**src/rtl/keypad_scanner.sv**
```systemverilog
// keypad_scanner: scans a 5x4 active-low key matrix one column at a time,
// debounces whole-scan readings and reports each accepted press once.
module keypad_scanner #(
    parameter int SCAN_DIV       = 25000,
    parameter int DEBOUNCE_SCANS = 10
) (
    input  logic       clock,
    input  logic       reset,
    input  logic [4:0] row,
    output logic [3:0] col,
    output logic       newKey,
    output logic [4:0] keycode
);
    localparam int DIV_W = (SCAN_DIV > 1) ? $clog2(SCAN_DIV) : 1;
    localparam int CNT_W = $clog2(DEBOUNCE_SCANS + 1);

    typedef enum logic [1:0] {
        IDLE,
        PRESS_DB,
        HELD,
        REL_DB
    } state_t;

    logic [DIV_W-1:0] div_cnt;
    logic [1:0]       col_idx;
    logic             slot_end;
    logic             eval_p;
    logic [4:0]       row_meta;
    logic [4:0]       row_sync;
    logic [3:0][4:0]  snap;
    logic [4:0]       n_down;
    logic [4:0]       hit_code;
    logic             read_none;
    logic             read_single;

    state_t           state;
    state_t           state_n;
    logic [CNT_W-1:0] stab_cnt;
    logic [CNT_W-1:0] stab_cnt_n;
    logic [4:0]       cand;
    logic [4:0]       cand_n;
    logic             report;

    function automatic logic [4:0] key_code(input int r, input int c);
        if (r < 4) key_code = {1'b1, 4'(4 * r + c)};
        else       key_code = 5'(c + 1);
    endfunction

    assign slot_end = (div_cnt == DIV_W'(SCAN_DIV - 1));
    assign col      = ~(4'b0001 << col_idx);

    // Free-running column scan; independent of the debounce state.
    always_ff @(posedge clock or negedge reset) begin
        if (!reset) begin
            div_cnt <= '0;
            col_idx <= '0;
            eval_p  <= 1'b0;
        end else begin
            eval_p <= slot_end && (col_idx == 2'd3);
            if (slot_end) begin
                div_cnt <= '0;
                col_idx <= col_idx + 2'd1;
            end else begin
                div_cnt <= div_cnt + DIV_W'(1);
            end
        end
    end

    always_ff @(posedge clock or negedge reset) begin
        if (!reset) begin
            row_meta <= 5'b11111;
            row_sync <= 5'b11111;
        end else begin
            row_meta <= row;
            row_sync <= row_meta;
        end
    end

    // Every column group is rewritten once per scan before it is evaluated,
    // so the snapshot needs no reset.
    always_ff @(posedge clock) begin
        if (slot_end) snap[col_idx] <= ~row_sync;
    end

    always_comb begin
        n_down   = '0;
        hit_code = '0;
        for (int c = 0; c < 4; c++) begin
            for (int r = 0; r < 5; r++) begin
                if (snap[c][r]) begin
                    n_down   = n_down + 5'd1;
                    hit_code = key_code(r, c);
                end
            end
        end
    end

    assign read_none   = (n_down == 5'd0);
    assign read_single = (n_down == 5'd1);

    always_comb begin
        state_n    = state;
        stab_cnt_n = stab_cnt;
        cand_n     = cand;
        report     = 1'b0;
        if (eval_p) begin
            case (state)
                IDLE: begin
                    if (read_single) begin
                        cand_n     = hit_code;
                        stab_cnt_n = CNT_W'(1);
                        state_n    = PRESS_DB;
                    end
                end
                PRESS_DB: begin
                    if (read_single && (hit_code == cand)) begin
                        if (stab_cnt == CNT_W'(DEBOUNCE_SCANS - 1)) begin
                            report     = 1'b1;
                            stab_cnt_n = '0;
                            state_n    = HELD;
                        end else begin
                            stab_cnt_n = stab_cnt + CNT_W'(1);
                        end
                    end else begin
                        stab_cnt_n = '0;
                        state_n    = IDLE;
                    end
                end
                HELD: begin
                    if (read_none) begin
                        stab_cnt_n = CNT_W'(1);
                        state_n    = REL_DB;
                    end
                end
                REL_DB: begin
                    if (read_none) begin
                        if (stab_cnt == CNT_W'(DEBOUNCE_SCANS - 1)) begin
                            stab_cnt_n = '0;
                            state_n    = IDLE;
                        end else begin
                            stab_cnt_n = stab_cnt + CNT_W'(1);
                        end
                    end else begin
                        stab_cnt_n = '0;
                        state_n    = HELD;
                    end
                end
                default: begin
                    stab_cnt_n = '0;
                    state_n    = IDLE;
                end
            endcase
        end
    end

    always_ff @(posedge clock or negedge reset) begin
        if (!reset) begin
            state    <= IDLE;
            stab_cnt <= '0;
            cand     <= '0;
            newKey   <= 1'b0;
            keycode  <= '0;
        end else begin
            state    <= state_n;
            stab_cnt <= stab_cnt_n;
            cand     <= cand_n;
            newKey   <= report;
            if (report) keycode <= cand;
        end
    end

endmodule

```
**config.mk**
```make
export PLATFORM = sky130hd
export DESIGN_NAME = keypad_scanner
export DESIGN_NICKNAME = d
export VERILOG_FILES = /design/src/rtl/keypad_scanner.sv
export SDC_FILE = /design/constraint.sdc
export NUM_CORES = 1
export LEC_CHECK = 0
export ABC_CLOCK_PERIOD_IN_PS = 11000
export CELL_PAD_IN_SITES_DETAIL_PLACEMENT = 0
export CELL_PAD_IN_SITES_GLOBAL_PLACEMENT = 1
export CORE_ASPECT_RATIO = 0.75
export CORE_UTILIZATION = 44
export CTS_CLUSTER_DIAMETER = 100
export CTS_CLUSTER_SIZE = 25
export DETAILED_ROUTE_END_ITERATION = 10
export PLACE_DENSITY = 0.88
export SYNTH_ARGS = -nofsm -noshare
export SYNTH_HDL_FRONTEND = slang
export SYNTH_SLANG_ARGS = --single-unit
export TNS_END_PERCENT = 30
```
**constraint.sdc**
```tcl
create_clock -name clock -period 11 [get_ports clock]
set_input_delay 1.65 -clock clock [delete_from_list [all_inputs] [get_ports clock]]
set_output_delay 1.65 -clock clock [all_outputs]
set_load 0.01 [all_outputs]
```
==> reports/qor.txt, run 1 <==
Worst Setup Start Kind = flip-flop
Nets = 609
Synthesized net count = 539
Top cells by count, synth = 50 x nand2_1, 44 x xnor2_1, 35 x dfrtp_1, 35 x inv_1, 33 x nor2_1
Slew margin rel. = 9.41%
Drt via density = 5.36
# port buffers = 16
Via count = 3,838
Final period util = 102%
Max-cap check violation count = 0
Max FO, Critical Path = 5
Vias in the first global route = 3,823
Syn avg cell area = 9.62 um^2
Post-route DRC = 0
TritonCTS clock tree = yes
Final setup fails = 11
Post-DP Area = 0.00550 mm^2
Max Root-Sink Buffers = 2
Required @ worst endpoint = 11.20 ns
RSZ-0062 raised after global routing = yes
Layout area overhead = 28.0%
CP endpoint kind = flip-flop
DR iter-0 viols = 210
Core box area = 0.0105 mm^2
Post-CTS Hold Fix Bufs = 0
Max Clock Skew = 0.00377 ns
Router iterations before antenna repair = 4
Root Buffer = clkbuf_16
Placer congestion estimate = 0.799
Cell variety after synth = 75
# IOs = 17
Slowest CP cell = edfxtp_1
Hpwl dp = 7520 um
Worst Hold Class = reg2reg
Worst-margin pin slew = 1.35 ns
WL per Instance = 15.0 um
Min Hold Slack = 0.354 ns
Layout cells sized above 1 = 27.6%
Final hold violation count = 0
Die H = 93.0 um
H-Tree Depth = 3
Cts bufs inserted = 9
Fmax = 89.5 MHz
Peak VDD IR = 0.0000995 V
Fin util = 59.3%
#FFs+latches synth = 65
Mapped Cells = 505
Fin crit period = 11.17 ns
Synth warnings = 0
Top cell by count, worst path = ha_4
Detailed Route WL = 10,700 um
Clk slew on worst S/H paths = 0.05 ns
Fin area = 0.00622 mm^2
Post-route ant nets = 0
Initial antenna violation count = 0
Critical path class = reg2reg
Core Rows = 32
ANT cells = 0
Die Span X = 123 um
Post-synth ARST share = 69.2%
First-pass GRT wire length = 17,900 um
Most used DFF post-synth = dfrtp_1
Slew Limit Fails = 0
Num Clock Sinks = 65
Largest cells by area after synthesis = dfrtp_1 18%, edfxtp_1 12%, xnor2_1 7.9%
Die area = 0.0115 mm^2
Failing checks = setup timing
EDFF count, synth = 20
PwrDens = 83.7 mW/mm^2
Most numerous cell in the Yosys netlist = nand2_1
Post-synth top area cell = dfrtp_1
Lkg Pwr = 2.55 nW
Worst-Skew Late Latency = 0.32 ns
Yosys top cell area share = 18.0%
Total grt overflow = 0
Seq/Total Area, Yosys = 35.8%
Final setup margin = -0.168 ns
Cell area after synthesis = 0.00486 mm^2
GRT Util Overall = 19.4%
Starting Density = 46.3%
WP data arrival = 11.37 ns
Pin count of the biggest net entering global routing = 46
Status = finished, violations left
CP max stage delay = 0.41 ns
final timing paths:
path                             startpoint           to  slack (ns)  cells after the start
worst max-delay path                snap[1]      cand[1]       -0.17                     61
worst min-delay path            row_meta[2]  row_sync[2]        0.35                      0
worst max register to register      snap[1]      cand[1]       -0.17                     61
worst min register to register  row_meta[2]  row_sync[2]        0.35                      0
max in group asynchronous             reset   div_cnt[4]        8.94                      1
min in group asynchronous             reset       newKey        1.48                      1
cell type report:
| cell class | instances | area (um^2) |
|---|---|---|
| Sequential cell | 65 | 1740 |
| Clock inverter | 5 | 38.8 |
| Timing Repair Buffer | 79 | 639 |
| Fill cell | 837 | 4270 |
| Tap cell | 136 | 170 |
| Multi-Input combinational cell | 385 | 3260 |
| Clock buffer | 11 | 243 |
| Inverter | 35 | 131 |
kinds of logic after synthesis:
kind of cell,synth area share [%]
flip-flops,35.8
adder cells (fa/ha/maj),6.96
XOR/XNOR,17.3
AO/OA/AOI/OAI,11.8
AND/OR/NAND/NOR,18.4
buffers and inverters,4.48
multiplexers,5.20
power by group:
part | total [mW] | switching, mW | internal, mW
sequential | 0.253 | 0.000474 | 0.253
clock | 0.261 | 0.101 | 0.160
combinational | 0.00599 | 0.00419 | 0.00180
critical path: cells and delay by family (launching register included):
kind	cells	cell delay [ns]
multiplexers	9	1.88
flip-flops	1	0.41
AO/OA/AOI/OAI	16	2.03
XOR/XNOR	1	0.18
adder cells (fa/ha/maj)	18	4.62
AND/OR/NAND/NOR	11	1.33
buffers and inverters	6	0.57
stage by stage:
stage	setup TNS [ns]	total power [mW]	setup slack [ns]	instances
global route	-9.35	0.535	-0.671	716
floorplan	0	0.258	0.00509	505
CTS	-0.691	0.524	-0.123	710
detailed placement	-4.50	0.264	-0.345	671
global placement	0	0.264	0.0429	671
finish	-0.875	0.520	-0.168	716
timing repair:
action,4_1_cts,5_1_grt
endpoints found under the setup margin,17,17
endpoints found under the hold margin,0,0
setup buffers,23,7
pin swaps,11,20
resized for setup,19,21
sequential cells by signal, summed over array words and instances (netlist names):
register and flops:
cand 5, col_idx 2, div_cnt 15, eval_p 1, keycode 5, newKey 1
row_meta 5, row_sync 5, snap 20, stab_cnt 4, state 2
cell usage in the layout (no fill, tap or decap), types with 12 or more instances in the layout:
master	count
ha_1	15
buf_4	60
nand2_1	46
nor3_1	14
edfxtp_1	20
dfrtp_1	35
ha_4	12
mux2_4	12
inv_1	30
nor2_1	32
xnor2_1	43
xor2_1	24
nand3_1	17
a21oi_1	21
clkdlybuf4s50_1	15
routing by layer:
metal  wire [um]  GRT usage [%]
met4         102           4.32
met2        5000           31.4
met3         205           3.11
met1        5430           27.2
met5           0              0
(Power assumes the default switching activity.)
==> run 2, diff against run 1 <==
ABC_CLOCK_PERIOD_IN_PS = 10750   (was 11000)
CORE_UTILIZATION = 49   (was 44)
PLACE_DENSITY = 0.92   (was 0.88)
clock period = 10.75 ns   (was 11 ns; I/O delays follow)
==> run 2 against run 1 <==
Net effect:
- count of clock-buffer cells in the layout down 2
- critical path type unchanged
- largest cell class unchanged
- setup slack got worse by 0.10 ns
- the flow still finishes with violations (setup timing)
- die area down 10%
- via count is 0.96% lower
- sequential power increased by 2%
- global-route usage up 1.5 points
- non-clock buffer count is 12 lower
- sequential share of layout area rose by 0.38 points
==> reports/qor.txt, run 2 (synthesized netlist as in run 1, its figures left out) <==
Die area = 0.0103 mm^2 (-10%)
Failing checks = setup timing
Status = finished, violations left
Largest register FFs = 20 (unchanged)
Worst Setup Start Kind = flip-flop
Pwr Total = 530 uW (+1.9%)
GRT Util Overall = 20.9% (+1.5 points)
CP endpoint kind = flip-flop
Detailed Route WL = 10,600 um (-1.2%)
Router iterations before antenna repair = 4 (unchanged)
WP data arrival = 11.23 ns (-0.14 ns)
Final setup margin = -0.273 ns (-0.105 ns)
RSZ-0062 raised after global routing = yes
Post-route ant nets = 0 (unchanged)
Layout cells sized above 1 = 27.5% (-0.12 points)
Clk slew on worst S/H paths = 0.06 ns (about the same)
Fin crit period = 11.02 ns (-0.145 ns)
Required @ worst endpoint = 10.96 ns (-0.24 ns)
Fillers = 748 (-11%)
Slew Limit Fails = 0 (unchanged)
Slowest CP cell = edfxtp_1
Placer congestion estimate = 0.807 (+1.0%)
Lkg Pwr = 2.50 nW (-1.7%)
Num Clock Sinks = 65 (unchanged)
Min Hold Slack = 0.355 ns (+0.00105 ns)
CP max stage delay = 0.41 ns (about the same)
Most frequent cells in the layout = 49 x buf_4, 46 x nand2_1, 43 x xnor2_1
Post-route DRC = 0 (unchanged)
Worst Hold Class = reg2reg
First-pass GRT wire length = 16,800 um (-5.8%)
Fmax = 90.7 MHz (+1.3%)
Final setup fails = 16 (+5)
Drt via density = 5.43 (+1.3%)
Commonest non-fill, non-tap cell in the layout = buf_4
Starting Density = 50.3% (+4.0 points)
Worst-Skew Late Latency = 0.32 ns (about the same)
Top cell by count, worst path = ha_4
Max Clock Skew = 0.00759 ns (+0.00382 ns)
PwrDens = 86.4 mW/mm^2 (+3.3%)
Nets = 597 (-2.0%)
Vias in the first global route = 3,570 (-6.6%)
Via count = 3,801 (-0.96%)
Initial antenna violation count = 0 (unchanged)
Cts bufs inserted = 9 (unchanged)
Die H = 88.2 um (-5.1%)
Setup TNS = -2.78 ns (-1.91 ns)
H-Tree Depth = 3 (unchanged)
Slew margin rel. = 12.1% (+2.7 points)
ANT cells = 0 (unchanged)
Worst-margin pin slew = 1.31 ns (-0.0398 ns)
Critical path class = reg2reg
WL per Instance = 15.1 um (+1.0%)
Max FO, Critical Path = 5 (unchanged)
# port buffers = 16 (unchanged)
Max-cap check violation count = 0 (unchanged)
Pin count of the biggest net entering global routing = 46 (unchanged)
Final hold violation count = 0 (unchanged)
Core Rows = 31 (-3.1%)
Layout area overhead = 26.3%
DR iter-0 viols = 153 (-27%)
Total grt overflow = 0 (unchanged)
TritonCTS clock tree = yes
Largest Register = snap
Max Root-Sink Buffers = 2 (unchanged)
Post-CTS Hold Fix Bufs = 0 (unchanged)
Hpwl dp = 7670 um (+2.0%)
Core box area = 0.00966 mm^2 (-7.9%)
Largest registers = snap (20), div_cnt (15)
# IOs = 17 (unchanged)
Peak VDD IR = 0.000116 V (+16%)
Die Span X = 117 um (-5.2%)
Final period util = 103% (+1.0 points)
Root Buffer = clkbuf_16
run 2: cell types whose count changed in the layout (fill, tap and decap cells not counted), moves of 2 or more:
| cell | before | now |
|---|---|---|
| inv_6 | 1 | 3 |
| nor2_1 | 32 | 30 |
| buf_4 | 60 | 49 |
| clkinv_2 | 1 | 3 |
| nor2_2 | 1 | 4 |
| o21ai_1 | 3 | 0 |
run 2: final timing paths:
kind,to,from,slack (ns),cells past startpoint
max,cand[1],snap[1],-0.27,60
min,row_sync[1],row_meta[1],0.36,0
max in group asynchronous,div_cnt[8],reset,8.70,1
min in group asynchronous,keycode[2],reset,1.45,1
max reg2reg,cand[1],snap[1],-0.27,60
min reg2reg,row_sync[1],row_meta[1],0.36,0
run 2: repair_timing:
item                       CTS  global route
cloned                       0             0
resized for setup            5            35
setup buffers                8             9
setup endpoints to repair   17            17
pin swaps                    8            14
run 2: worst max-delay path, delay by kind of cell, from the launching register on:
kind | cells | cell delay, ns
AO/OA/AOI/OAI | 14 | 1.78
XOR/XNOR | 1 | 0.14
adder cells (fa/ha/maj) | 18 | 4.59
buffers and inverters | 6 | 0.59
flip-flops | 1 | 0.41
multiplexers | 9 | 1.96
AND/OR/NAND/NOR | 12 | 1.41
run 2: report_power, final:
group          switching (mW)  internal (mW)
clock network           0.107          0.157
registers            0.000525          0.259
logic                 0.00445        0.00184
run 2: layout make-up:
class | count | area, um^2 | area share, %
repair buffers | 67 | 546 | 8.89
clock buffers | 9 | 225 | 3.67
flip-flops and latches | 65 | 1740 | 28.4
clock inverters | 7 | 50.0 | 0.816
multi-input cells | 385 | 3280 | 53.4
inverters | 35 | 131 | 2.14
well taps | 132 | 165 | 2.69
run 2: per-layer routing:
layer	up-vias	GRT usage, %	wire, um
met5	-	0	0
met4	0	5.06	69
met3	8	4.38	268
met2	48	34.1	5020
met1	1839	28.7	5240
li1	1906	-	-
run 2: stage by stage:
step | std cells | setup WS [ns] | utilization (%) | instance area (um^2)
final | 700 | -0.273 | 63.5 | 6130
after global routing | 700 | -0.833 | 63.5 | 6130
after CTS | 691 | -0.362 | 60.9 | 5880
after detailed placement | 668 | -0.607 | 57.2 | 5530
after global placement | 668 | -0.192 | 57.2 | 5530
after floorplan | 505 | -0.171 | - | 5030
